[src/rtl/column_sync.sv]
// column_sync: timestep sequencer and sample collector for the drum mesh.
// Waits for every column to report done, captures the centre column's
// middle-node value into a 2-entry FIFO, pulses start, then waits for all
// columns to drop their flags before the next step.
//
// state   | meaning
// --------+----------------------------------------------------------
// IDLE    | sequencing disabled, waiting for run
// COLLECT | waiting for all flags high and FIFO space
// FIRE    | start pulse cycle
// ACK     | waiting for all flags low, bounded by the ack timeout
// ERR     | ack timeout seen; only reset leaves this state
module column_sync #(
    parameter int NUM_COLS    = 30,
    parameter int DATA_W      = 18,
    parameter int ACK_TIMEOUT = 1023
) (
    input  logic                     clk,
    input  logic                     reset,
    input  logic                     run,
    input  logic [NUM_COLS-1:0]      flags,
    input  logic signed [DATA_W-1:0] u_mid,
    output logic                     start,
    output logic signed [DATA_W-1:0] sample_data,
    output logic                     sample_valid,
    input  logic                     sample_ready,
    output logic [31:0]              step_count,
    output logic [15:0]              step_cycles,
    output logic                     busy,
    output logic                     error
);

    localparam int TO_W = (ACK_TIMEOUT < 2) ? 1 : $clog2(ACK_TIMEOUT + 1);
    localparam logic [TO_W-1:0] TO_MAX = TO_W'(ACK_TIMEOUT);

    typedef enum logic [2:0] {
        ST_IDLE,
        ST_COLLECT,
        ST_FIRE,
        ST_ACK,
        ST_ERR
    } state_t;

    state_t                     r_state;
    logic                       r_start;
    logic                       r_busy;
    logic                       r_error;
    logic [31:0]                r_step_count;
    logic [15:0]                r_step_cycles;
    logic [15:0]                r_cyc_cnt;
    logic [TO_W-1:0]            r_to_cnt;

    logic [1:0]                 r_count;
    logic                       r_valid;
    logic signed [DATA_W-1:0]   r_head;
    logic signed [DATA_W-1:0]   r_hold;

    logic                       w_all_done;
    logic                       w_all_clear;
    logic                       w_space;
    logic                       w_push;
    logic                       w_pop;

    // Space looks only at the current count; a same-cycle pop does not help.
    assign w_all_done  = &flags;
    assign w_all_clear = ~|flags;
    assign w_space     = (r_count < 2'd2);
    assign w_push      = (r_state == ST_COLLECT) && run && w_all_done && w_space;
    assign w_pop       = r_valid && sample_ready;

    // Step sequencer: one registered FSM driving start, counters and status.
    always_ff @(posedge clk or posedge reset) begin
        if (reset) begin
            r_state       <= ST_IDLE;
            r_start       <= 1'b0;
            r_busy        <= 1'b0;
            r_error       <= 1'b0;
            r_step_count  <= 32'd0;
            r_step_cycles <= 16'd0;
            r_cyc_cnt     <= 16'd0;
            r_to_cnt      <= '0;
        end else begin
            r_start <= 1'b0;
            case (r_state)
                ST_IDLE: begin
                    if (run) begin
                        r_state   <= ST_COLLECT;
                        r_cyc_cnt <= 16'd0;
                        r_busy    <= 1'b1;
                    end
                end
                ST_COLLECT: begin
                    if (r_cyc_cnt != 16'hFFFF) begin
                        r_cyc_cnt <= r_cyc_cnt + 16'd1;
                    end
                    if (!run) begin
                        r_state <= ST_IDLE;
                        r_busy  <= 1'b0;
                    end else if (w_all_done && w_space) begin
                        r_step_cycles <= r_cyc_cnt;
                        r_start       <= 1'b1;
                        r_state       <= ST_FIRE;
                    end
                end
                ST_FIRE: begin
                    r_state  <= ST_ACK;
                    r_to_cnt <= '0;
                end
                ST_ACK: begin
                    if (w_all_clear) begin
                        r_step_count <= r_step_count + 32'd1;
                        r_cyc_cnt    <= 16'd0;
                        r_state      <= ST_COLLECT;
                    end else if (r_to_cnt == TO_MAX) begin
                        r_state <= ST_ERR;
                        r_error <= 1'b1;
                    end else begin
                        r_to_cnt <= r_to_cnt + TO_W'(1);
                    end
                end
                ST_ERR: begin
                    r_state <= ST_ERR;
                end
                default: begin
                    r_state <= ST_IDLE;
                    r_busy  <= 1'b0;
                end
            endcase
        end
    end

    // Two-entry sample FIFO: registered head plus one holding slot.
    always_ff @(posedge clk or posedge reset) begin
        if (reset) begin
            r_count <= 2'd0;
            r_valid <= 1'b0;
            r_head  <= '0;
            r_hold  <= '0;
        end else begin
            if (w_push && w_pop) begin
                // Only possible with one entry: the new value replaces the head.
                r_head <= u_mid;
            end else if (w_push) begin
                if (r_count == 2'd0) begin
                    r_head  <= u_mid;
                    r_count <= 2'd1;
                    r_valid <= 1'b1;
                end else begin
                    r_hold  <= u_mid;
                    r_count <= 2'd2;
                end
            end else if (w_pop) begin
                if (r_count == 2'd2) begin
                    r_head  <= r_hold;
                    r_count <= 2'd1;
                end else begin
                    r_count <= 2'd0;
                    r_valid <= 1'b0;
                end
            end
        end
    end

    assign start        = r_start;
    assign busy         = r_busy;
    assign error        = r_error;
    assign step_count   = r_step_count;
    assign step_cycles  = r_step_cycles;
    assign sample_data  = r_head;
    assign sample_valid = r_valid;

endmodule

[config.mk]
export PLATFORM = sky130hd
export DESIGN_NAME = column_sync
export DESIGN_NICKNAME = d
export VERILOG_FILES = /design/src/rtl/column_sync.sv
export SDC_FILE = /design/constraint.sdc
export NUM_CORES = 1
export LEC_CHECK = 0
export ABC_AREA = 1
export ABC_CLOCK_PERIOD_IN_PS = 4300
export BUFFER_PORTS_ARGS = -buffer_cell sky130_fd_sc_hd__clkbuf_2
export CELL_PAD_IN_SITES_DETAIL_PLACEMENT = 1
export CELL_PAD_IN_SITES_GLOBAL_PLACEMENT = 2
export CORE_MARGIN = 2
export CORE_UTILIZATION = 30
export DETAILED_ROUTE_END_ITERATION = 6
export PLACE_DENSITY = 0.8
export SETUP_SLACK_MARGIN = 0.15
export SLEW_MARGIN = 0
export SYNTH_ARGS = -nofsm -noshare
export SYNTH_HDL_FRONTEND = slang
export SYNTH_SLANG_ARGS = --single-unit
[constraint.sdc]
create_clock -name clk -period 4.3 [get_ports clk]
set_clock_uncertainty 0.2 [all_clocks]
set_input_delay 0.645 -clock clk [delete_from_list [all_inputs] [get_ports clk]]
set_output_delay 0.645 -clock clk [all_outputs]
set_load 0.005 [all_outputs]
==> results.toml <==
[sta]
timing_hold_violations_final = 0
report.final.slew_viol_count = 0
period_needed_ps = 2970
timing_worst_slew_pin_value_ps = 772
timing.fmax_ghz = 0.337
rsz0062_at_grt = "no"
postLayoutSetupSlackWorst_ps = 1330
setup_violations = 0
timing.final.crit_share_pct = 69.1
fin_setup_tns_ps = 0
relSlewSlack_pct = 48.4

[global_routing]
maximum_number_of_pins_on_one_net_before_global_route_repair = 69
grt_pass1_vias = 6582
global_route.usage.total_pct = 17.1
gr-total-overflow = 0
grt_pass1_wl_um = 32900
antenna_found_initial = 0

[pwr]
power.density_cell_area_nw_per_um2 = 359
leakagePower_nw = 4.27
design_power_total_mw = 2.95
vdd_drop_max_v = 0.000213

[setup_path]
crit_path_end_kind = "flip-flop"
worst-r2r-cell-count = 10
wp_data_required_ps = 4470
crit_path_frequent_cell = "sky130_fd_sc_hd__nand2_1"
arrival_ps = 3140
worstPathMaxFanout = 22
crit_type = "reg -> reg"
cell_at_the_slowest_stage_of_the_critical_path = "sky130_fd_sc_hd__nor2_4"
rrSetupSlack_ps = 1330
critPathTopFamily = "simple AND/OR/NAND/NOR gates"
cp-start-kind = "flip-flop"
critPathMaxStageDelay_ps = 460
worst_r2r_endpoint = "sample_data[0]"
worstPathCellList = "inv_2, nand3_2, nor2_4, nand3_2, ha_1, inv_1, nand2_1, a21oi_4, nand2_1, nand2_1"
regToRegStartpoint = "r_state[1]"
critical_path_depth = 10
cp.buffers_inverters = 2

[place]
port_buffers = 121
hpwl_after_detailed_placement_um = 14200
place_worst_setup_slack_ps = 1080
finalWeightedCongestion = 0.782

[final_layout]
finish.net_count = 1132
antenna_cells_inserted = 0
layout_cells_sized_above_1_pct = 17.3
layout-area-overhead-vs-synth_pct = 20.9

[floorplan]
design.die.area_um2 = 23900
floorplan.io_pins = 122
die_w_um = 155
die_height_um = 155
standard_cell_row_count = 55
design.core.area_um2 = 22400
starting_utilization_of_the_core_area_pct = 30.3

[logic_synthesis]
synth_warnings = 0
synth.largest_area_cell = "sky130_fd_sc_hd__dfrtp_1"
ys_seq_area_share_pct = 43.8
synth.top_cell.area_share_pct = 43.8
ys_ff_latch = 119
post_synth_inst_count = 952
synth.cells.most_frequent = "sky130_fd_sc_hd__nand2_1, sky130_fd_sc_hd__inv_1, sky130_fd_sc_hd__dfrtp_1"
syn-num-nets = 1010
ys_types = 35
syn-cell-area_um2 = 6800
synth_edf_count = 0
synthMostInstantiatedCell = "sky130_fd_sc_hd__nand2_1"
async_flop_share_pct = 100
synth.area.top_cells = "sky130_fd_sc_hd__dfrtp_1, sky130_fd_sc_hd__nand2_1, sky130_fd_sc_hd__inv_1"
dominantRegCellSynth = "sky130_fd_sc_hd__dfrtp_1"
synthesized_area_divided_by_synthesized_cell_count_um2 = 7.15

[clocking]
tritoncts.num_buffers = 17
cts_tree = "done"
latest_clock_arrival_within_the_worst_skew_pair_ps = 430
post-cts-setup-buffer-count = 0
clock_sinks = 119
cts_hold_repair.buffers = 0
cts.path.max_buffers = 2
worst_setup_hold_path_clk_slew_ps = 60
htree_num_levels = 4
cts_root_buf = "sky130_fd_sc_hd__clkbuf_16"
cts.repair.resized = 0

[detailed_routing]
routed-via-count = 6287
detail-route-antenna-nets = 0
postRouteWirelength_um = 19200
routedWlPerCell_um = 14.0
drc_errors = 0
first_pass_iters = 4
drt-vias-per-instance = 4.58
detail_route.iter0.violations = 202

[run_status]
run_status = "completed"

[hold_path]
hp-class = "in -> async"

[run]
max-cap-violations = 0
==> cells by family after synthesis <==
group	share of synthesized area (%)
XOR/XNOR	4.89
adder cells (fa/ha/maj)	1.10
AO/OA/AOI/OAI	4.89
buffers and inverters	9.60
flip-flops	43.8
AND/OR/NAND/NOR	35.7
==> routing by layer <==
metal	GRT usage (%)	routed length, µm
met1	21.9	9200
met2	29.5	9210
met3	3.33	567
met4	4.54	233
met5	0	0
==> cell usage in the layout, fill, tap and decap left out, types with 3 or more instances in the layout <==
cell / n
sky130_fd_sc_hd__nand3_4: 3
sky130_fd_sc_hd__xor2_1: 31
sky130_fd_sc_hd__clkbuf_16: 17
sky130_fd_sc_hd__dfrtp_1: 119
sky130_fd_sc_hd__buf_4: 4
sky130_fd_sc_hd__clkinvlp_4: 5
sky130_fd_sc_hd__nand2_2: 3
sky130_fd_sc_hd__nor2_2: 4
sky130_fd_sc_hd__xnor2_1: 7
sky130_fd_sc_hd__nand3_2: 4
sky130_fd_sc_hd__nor3_1: 22
sky130_fd_sc_hd__inv_2: 6
sky130_fd_sc_hd__ha_1: 6
sky130_fd_sc_hd__clkbuf_2: 121
sky130_fd_sc_hd__nand2_1: 369
sky130_fd_sc_hd__nand3_1: 33
sky130_fd_sc_hd__nor2_1: 92
sky130_fd_sc_hd__clkinv_1: 6
sky130_fd_sc_hd__o21ai_1: 25
sky130_fd_sc_hd__nand3b_1: 3
sky130_fd_sc_hd__clkinv_2: 3
sky130_fd_sc_hd__nand4_1: 26
sky130_fd_sc_hd__inv_1: 123
sky130_fd_sc_hd__o21ai_0: 29
sky130_fd_sc_hd__a31oi_1: 3
==> final cells by class <==
| type | count | area (µm²) |
|---|---|---|
| repair buffers | 126 | 656 |
| clock buffers | 19 | 453 |
| inverters | 136 | 513 |
| fillers | 2873 | 14200 |
| clock inverters | 13 | 98.8 |
| multi-input cells | 674 | 3170 |
| flip-flops and latches | 119 | 2980 |
| well taps | 285 | 357 |
==> worst reg2reg max path: cells and delay by family (launching register included) <==
family	cells	cell delay (ps)
DFF	1	440
buffers and inverters	2	250
and+or+nand+nor	6	1270
adders and majority gates	1	310
AOI/OAI and AO/OA	1	430
==> state kept, by name, summed over array words and instances, names as in the netlist <==
name	cells
step_count	32
r_hold	18
sample_data	18
r_cyc_cnt	16
step_cycles	16
r_to_cnt	10
r_state	3
r_count	2
busy	1
error	1
sample_valid	1
start	1
==> where the power goes <==
group | switching (mW) | leakage (nW) | internal, mW | total, mW
clock network | 0.571 | 0.260 | 0.771 | 1.34
registers | 0.0351 | 1.52 | 1.15 | 1.18
logic | 0.313 | 2.49 | 0.114 | 0.426
total | 0.919 | 4.27 | 2.03 | 2.95
==> how the worst max path moves through the flow <==
stage / endpoint / slack (ps) / start
after floorplan: busy / 300 / reset
after global placement: sample_data[0] / 1180 / run
after detailed placement: sample_data[0] / 1080 / run
after CTS: sample_data[0] / 1260 / r_state[1]
after global routing: sample_data[3] / 1000 / r_state[1]
final: sample_data[0] / 1330 / r_state[1]
==> per-stage QoR <==
step	hold slack (ps)	util [%]	area, µm²	instances
CTS	146	36.7	8230	1372
global placement	255	34.2	7670	1340
detailed placement	257	34.2	7670	1340
global route	175	36.7	8230	1372
floorplan	249	-	6800	952
finish	123	36.7	8230	1372
Power figures use the tool's default switching activity.
